$ cat src/rtl/ws2812_frame_sequencer.sv
// rtl/ws2812_frame_sequencer.sv - sequences one WS2812 refresh frame into the ws2812_output serializer
// Fetches BYTE_COUNT bytes per frame through a one-byte hold register and rate-limits frame starts.
module ws2812_frame_sequencer #(
    parameter int BYTE_COUNT    = 33,
    parameter int COUNT_WIDTH   = 6,
    parameter int PERIOD_CYCLES = 240000,
    parameter int PERIOD_WIDTH  = 24
) (
    input  logic       CLK,
    input  logic       RST,
    input  logic       enable,
    input  logic [7:0] src_data,
    input  logic       src_valid,
    output logic       src_ready,
    output logic       ws_trigger,
    output logic [7:0] ws_data,
    output logic       ws_more,
    input  logic       ws_data_request,
    output logic       busy,
    output logic       frame_start,
    output logic       frame_done,
    output logic       underrun
);

    typedef enum logic [1:0] {IDLE, PREFETCH, SEND, TAIL} state_t;

    localparam logic [COUNT_WIDTH-1:0]  BYTES_INIT    = COUNT_WIDTH'(BYTE_COUNT);
    localparam logic [PERIOD_WIDTH-1:0] PERIOD_RELOAD =
        (PERIOD_CYCLES == 0) ? '0 : PERIOD_WIDTH'(PERIOD_CYCLES - 1);

    state_t                  state;
    logic [7:0]              hold_data;
    logic                    hold_valid;
    logic [COUNT_WIDTH-1:0]  bytes_left;
    logic [COUNT_WIDTH-1:0]  fetch_left;
    logic [PERIOD_WIDTH-1:0] period_cnt;

    logic                   start;
    logic                   transfer;
    logic                   last_request;
    logic                   hold_valid_next;
    logic [COUNT_WIDTH-1:0] fetch_next;

    assign start           = (state == IDLE) && enable && (period_cnt == '0);
    assign transfer        = src_valid && src_ready;
    assign last_request    = ws_data_request && (bytes_left == COUNT_WIDTH'(1));
    assign hold_valid_next = transfer || (hold_valid && !ws_data_request);
    assign fetch_next      = fetch_left - COUNT_WIDTH'(transfer);

    assign busy    = (state != IDLE);
    assign ws_data = hold_valid ? hold_data : 8'h00;

    always_ff @(posedge CLK or posedge RST) begin
        if (RST) begin
            state       <= IDLE;
            src_ready   <= 1'b0;
            ws_trigger  <= 1'b0;
            ws_more     <= 1'b0;
            frame_start <= 1'b0;
            frame_done  <= 1'b0;
            underrun    <= 1'b0;
            hold_data   <= 8'h00;
            hold_valid  <= 1'b0;
            bytes_left  <= '0;
            fetch_left  <= '0;
            period_cnt  <= '0;
        end else begin
            frame_start <= 1'b0;
            frame_done  <= 1'b0;

            // Period runs from frame start to frame start, independent of frame length.
            if (start) begin
                period_cnt <= PERIOD_RELOAD;
            end else if (period_cnt != '0) begin
                period_cnt <= period_cnt - PERIOD_WIDTH'(1);
            end

            if (transfer) begin
                hold_data <= src_data;
            end

            case (state)
                IDLE: begin
                    if (start) begin
                        state       <= PREFETCH;
                        frame_start <= 1'b1;
                        bytes_left  <= BYTES_INIT;
                        fetch_left  <= BYTES_INIT;
                        src_ready   <= 1'b1;
                    end
                end
                PREFETCH: begin
                    if (transfer) begin
                        state      <= SEND;
                        hold_valid <= 1'b1;
                        fetch_left <= fetch_next;
                        src_ready  <= 1'b0;
                        ws_trigger <= 1'b1;
                        ws_more    <= 1'b1;
                    end
                end
                SEND: begin
                    if (ws_data_request) begin
                        bytes_left <= bytes_left - COUNT_WIDTH'(1);
                        if (!hold_valid) begin
                            underrun <= 1'b1;
                        end
                    end
                    fetch_left <= fetch_next;
                    if (last_request) begin
                        state      <= TAIL;
                        hold_valid <= 1'b0;
                        src_ready  <= 1'b0;
                        ws_trigger <= 1'b0;
                        ws_more    <= 1'b0;
                    end else begin
                        hold_valid <= hold_valid_next;
                        src_ready  <= !hold_valid_next && (fetch_next != '0);
                    end
                end
                TAIL: begin
                    if (ws_data_request) begin
                        state      <= IDLE;
                        frame_done <= 1'b1;
                    end
                end
                default: begin
                    state <= IDLE;
                end
            endcase
        end
    end

endmodule
$ cat config.mk
export PLATFORM = sky130hd
export DESIGN_NAME = ws2812_frame_sequencer
export DESIGN_NICKNAME = d
export VERILOG_FILES = /design/src/rtl/ws2812_frame_sequencer.sv
export SDC_FILE = /design/constraint.sdc
export NUM_CORES = 1
export LEC_CHECK = 0
export BUFFER_PORTS_ARGS = -buffer_cell sky130_fd_sc_hd__buf_2
export CAP_MARGIN = 20
export CORE_MARGIN = 2
export CORE_UTILIZATION = 51
export CTS_CLUSTER_SIZE = 16
export DETAILED_ROUTE_END_ITERATION = 16
export HOLD_SLACK_MARGIN = 0.06
export PLACE_DENSITY = 0.82
export SYNTH_ARGS = -nofsm -noshare
export SYNTH_HDL_FRONTEND = slang
export SYNTH_SLANG_ARGS = --single-unit
$ cat constraint.sdc
create_clock -name CLK -period 2.9 [get_ports CLK]
set_clock_uncertainty 0.2 [all_clocks]
set_input_delay 0.145 -clock CLK [delete_from_list [all_inputs] [get_ports CLK]]
set_output_delay 0.145 -clock CLK [all_outputs]
set_load 0.005 [all_outputs]
==> results.yml <==
setup_path:
  crit_buf_inv: 0
  max_stage_delay_ns: 0.60
  cp_max_fo: 7
  reg2reg_from: "period_cnt[4]"
  crit_path_cell_trace: "or4_4, or3_4, a211oi_4, or3b_1, xnor2_1"
  crit_path_start_kind: "flip-flop"
  crit_path_end_kind: "flip-flop"
  worstSetupPathType: "reg2reg"
  slowest_stage: "or4_4"
  critPathRequiredTime_ns: 2.91
  setup.worst_path.start: "period_cnt[4]"
  path_delay_family: "simple AND/OR/NAND/NOR gates"
  critPathArrivalTime_ns: 2.63
global_route:
  antenna_found_initial: 0
  grt-ovfl-total: 0
  grt_max_degree: 39
  grt_usage: 0.215
  grt_pass1_vias: 2216
  grt_pass1_wl_mm: 10.4
timing:
  setup_tns_ns: 0
  setup_ws_ns: 0.278
  period_minus_slack_ns: 2.62
  rsz0062_at_grt: "no"
  setup_viol: 0
  relSlewSlack: 0.539
  slew_viol_final: 0
  min_period_over_period: 0.904
  worstMarginPinSlew_ns: 0.688
  finalHoldViolCount: 0
  fmax_ghz: 0.381
placement:
  gp_congestion: 0.844
  placed_cells_incl_taps: 363
  port_buffers: 27
  hpwl_mm: 4.10
  pre_cts_ws_ns: 0.291
route:
  wirelength_mm: 5.94
  avgRoutedWirePerCell_um: 15.6
  ant_nets: 0
  vias: 2165
  drtIter0Drc: 168
  drc: 0
  routed_via_density: 5.67
  first_pass_iters: 4
power:
  peakVddDrop_mv: 0.517
  power_density_nw_per_um2: 772
  p_total_w: 0.00250
  p_leak_nw: 1.43
worst_hold_path:
  min_path_type: "in2async"
final_layout:
  insertedDiodeCount: 0
  drive_gt1_frac: 0.186
  nNetsFinal: 335
  fin_cells: 382
  layout_commonest_cell: "dfrtp_1"
  nFillCells: 406
  most-common-layout-cells: "dfrtp_1, buf_2, nor2_1, nand2_1, inv_1"
  area_growth_pct: 16.4
die:
  die_w_um: 77.9
  std_cell_rows: 26
  dieHeight_um: 77.9
  core_area_um2: 5170
  die_area_um2: 6060
  start_util: 0.538
  io_pins: 28
clock_network:
  worstSkewPairLatency_ns: 0.31
  cts_tree: "yes"
  cts.repair.resized: 0
  post_cts_buffers: 0
  numCtsBuffers: 5
  cts.hold.buffers_added: 11
  h-tree-depth: 2
  cts_root_buf: "clkbuf_8"
  cts_buffer_depth: 2
  cts.sinks: 52
  path_clk_slew_ns: 0.10
synth:
  yosysUniqueCellTypes: 52
  synth_edf_count: 0
  yosysSeqAreaShare: 0.468
  synth_fp_nets: 293
  ys_seq_elements: 52
  ys.flop_type: "dfrtp_1"
  syn_inst: 269
  netlist_area_um2: 2780
  synth_area_per_cell_um2: 10.3
  yosys_warnings: 0
  async_flop_share: 1.00
run:
  maxCapViolations: 0
outcome:
  outcome: "completed"
## path summary, 6_finish.rpt
kind,endpoint,slack [ns],cells past startpoint
setup / recovery,period_cnt[19],0.28,5
hold / removal,period_cnt[10],0.11,3
setup reg to reg,period_cnt[19],0.28,5
hold reg to reg,period_cnt[22],0.28,1
max in group asynchronous,state[1],1.60,4
min in group CLK,ws_more,0.15,5
## logic make-up after synthesis
logic type / after synthesis / synth area share
AOI/OAI and AO/OA: 60 / 0.152
xor gates and xnor gates: 14 / 0.0441
adders and majority gates: 11 / 0.0495
buffers and inverters: 25 / 0.0382
DFF: 52 / 0.468
muxes: 15 / 0.0576
and+or+nand+nor: 92 / 0.191
## registers in the layout, summed over array words and instances (netlist names)
signal	cells
period_cnt	24
hold_data	8
bytes_left	6
fetch_left	6
state	2
frame_done	1
frame_start	1
hold_valid	1
src_ready	1
underrun	1
ws_more	1
## through the flow
| step | instance area, um^2 | utilization | hold WS [ns] |
|---|---|---|---|
| floorplan | 2780 | - | 0.0736 |
| CTS | 3240 | 0.626 | 0.105 |
| global route | 3240 | 0.626 | 0.130 |
| global placement | 3010 | 0.581 | -0.0921 |
| finish | 3240 | 0.626 | 0.114 |
| detailed placement | 3010 | 0.581 | -0.0889 |
## power breakdown
group	internal, W	total [W]	switching [W]
combinational	0.000414	0.000964	0.000550
clock	0.000282	0.000532	0.000249
sequential	0.000880	0.00100	0.000125
total	0.00158	0.00250	0.000924
## final cells by class
class / instances / area (um^2) / share of cell area
Multi-Input combinational cell: 192 / 1370 / 0.424
Sequential cell: 52 / 1300 / 0.402
Timing Repair Buffer: 45 / 298 / 0.0920
Tap cell: 70 / 87.6 / 0.0270
Clock buffer: 6 / 82.6 / 0.0255
Inverter: 15 / 56.3 / 0.0174
Clock inverter: 2 / 38.8 / 0.0120
## routing by layer
layer  routed length (um)  part of all wire  GRT usage
met1                 2620              0.44      0.258
met2                 3090              0.52      0.388
met3                  172             0.029     0.0453
met4                   60             0.010     0.0589
met5                    0                 0          0
## cell usage after synthesis, types with 2 or more instances
library cell	n	area, um^2
ha_1	11	138
a31oi_1	8	50.1
nand3_1	8	40.0
inv_1	15	56.3
dfrtp_1	52	1300
a21oi_1	13	65.1
or4_1	3	22.5
a211oi_1	2	15.0
and2_1	10	62.6
xor2_1	5	43.8
o21ai_0	5	25.0
and3_1	3	18.8
clkbuf_1	6	22.5
mux2_2	8	90.1
o41ai_1	3	26.3
nor4_1	4	25.0
o211ai_1	3	22.5
xnor2_1	9	78.8
nor3b_1	3	22.5
nor2_1	16	60.1
mux2i_1	7	70.1
o32a_1	2	20.0
nand4b_1	3	26.3
a2111o_1	2	22.5
nand2_1	15	56.3
or3_1	5	31.3
nand2b_1	4	25.0
nor3_1	9	45.0
o31ai_1	6	45.0
o21ai_1	7	35.0
## worst min-delay path, delay by kind of cell
family,cells,cell delay (ns)
buf+inv,3,0.89
No activity file was read; power rests on OpenSTA's default activity.
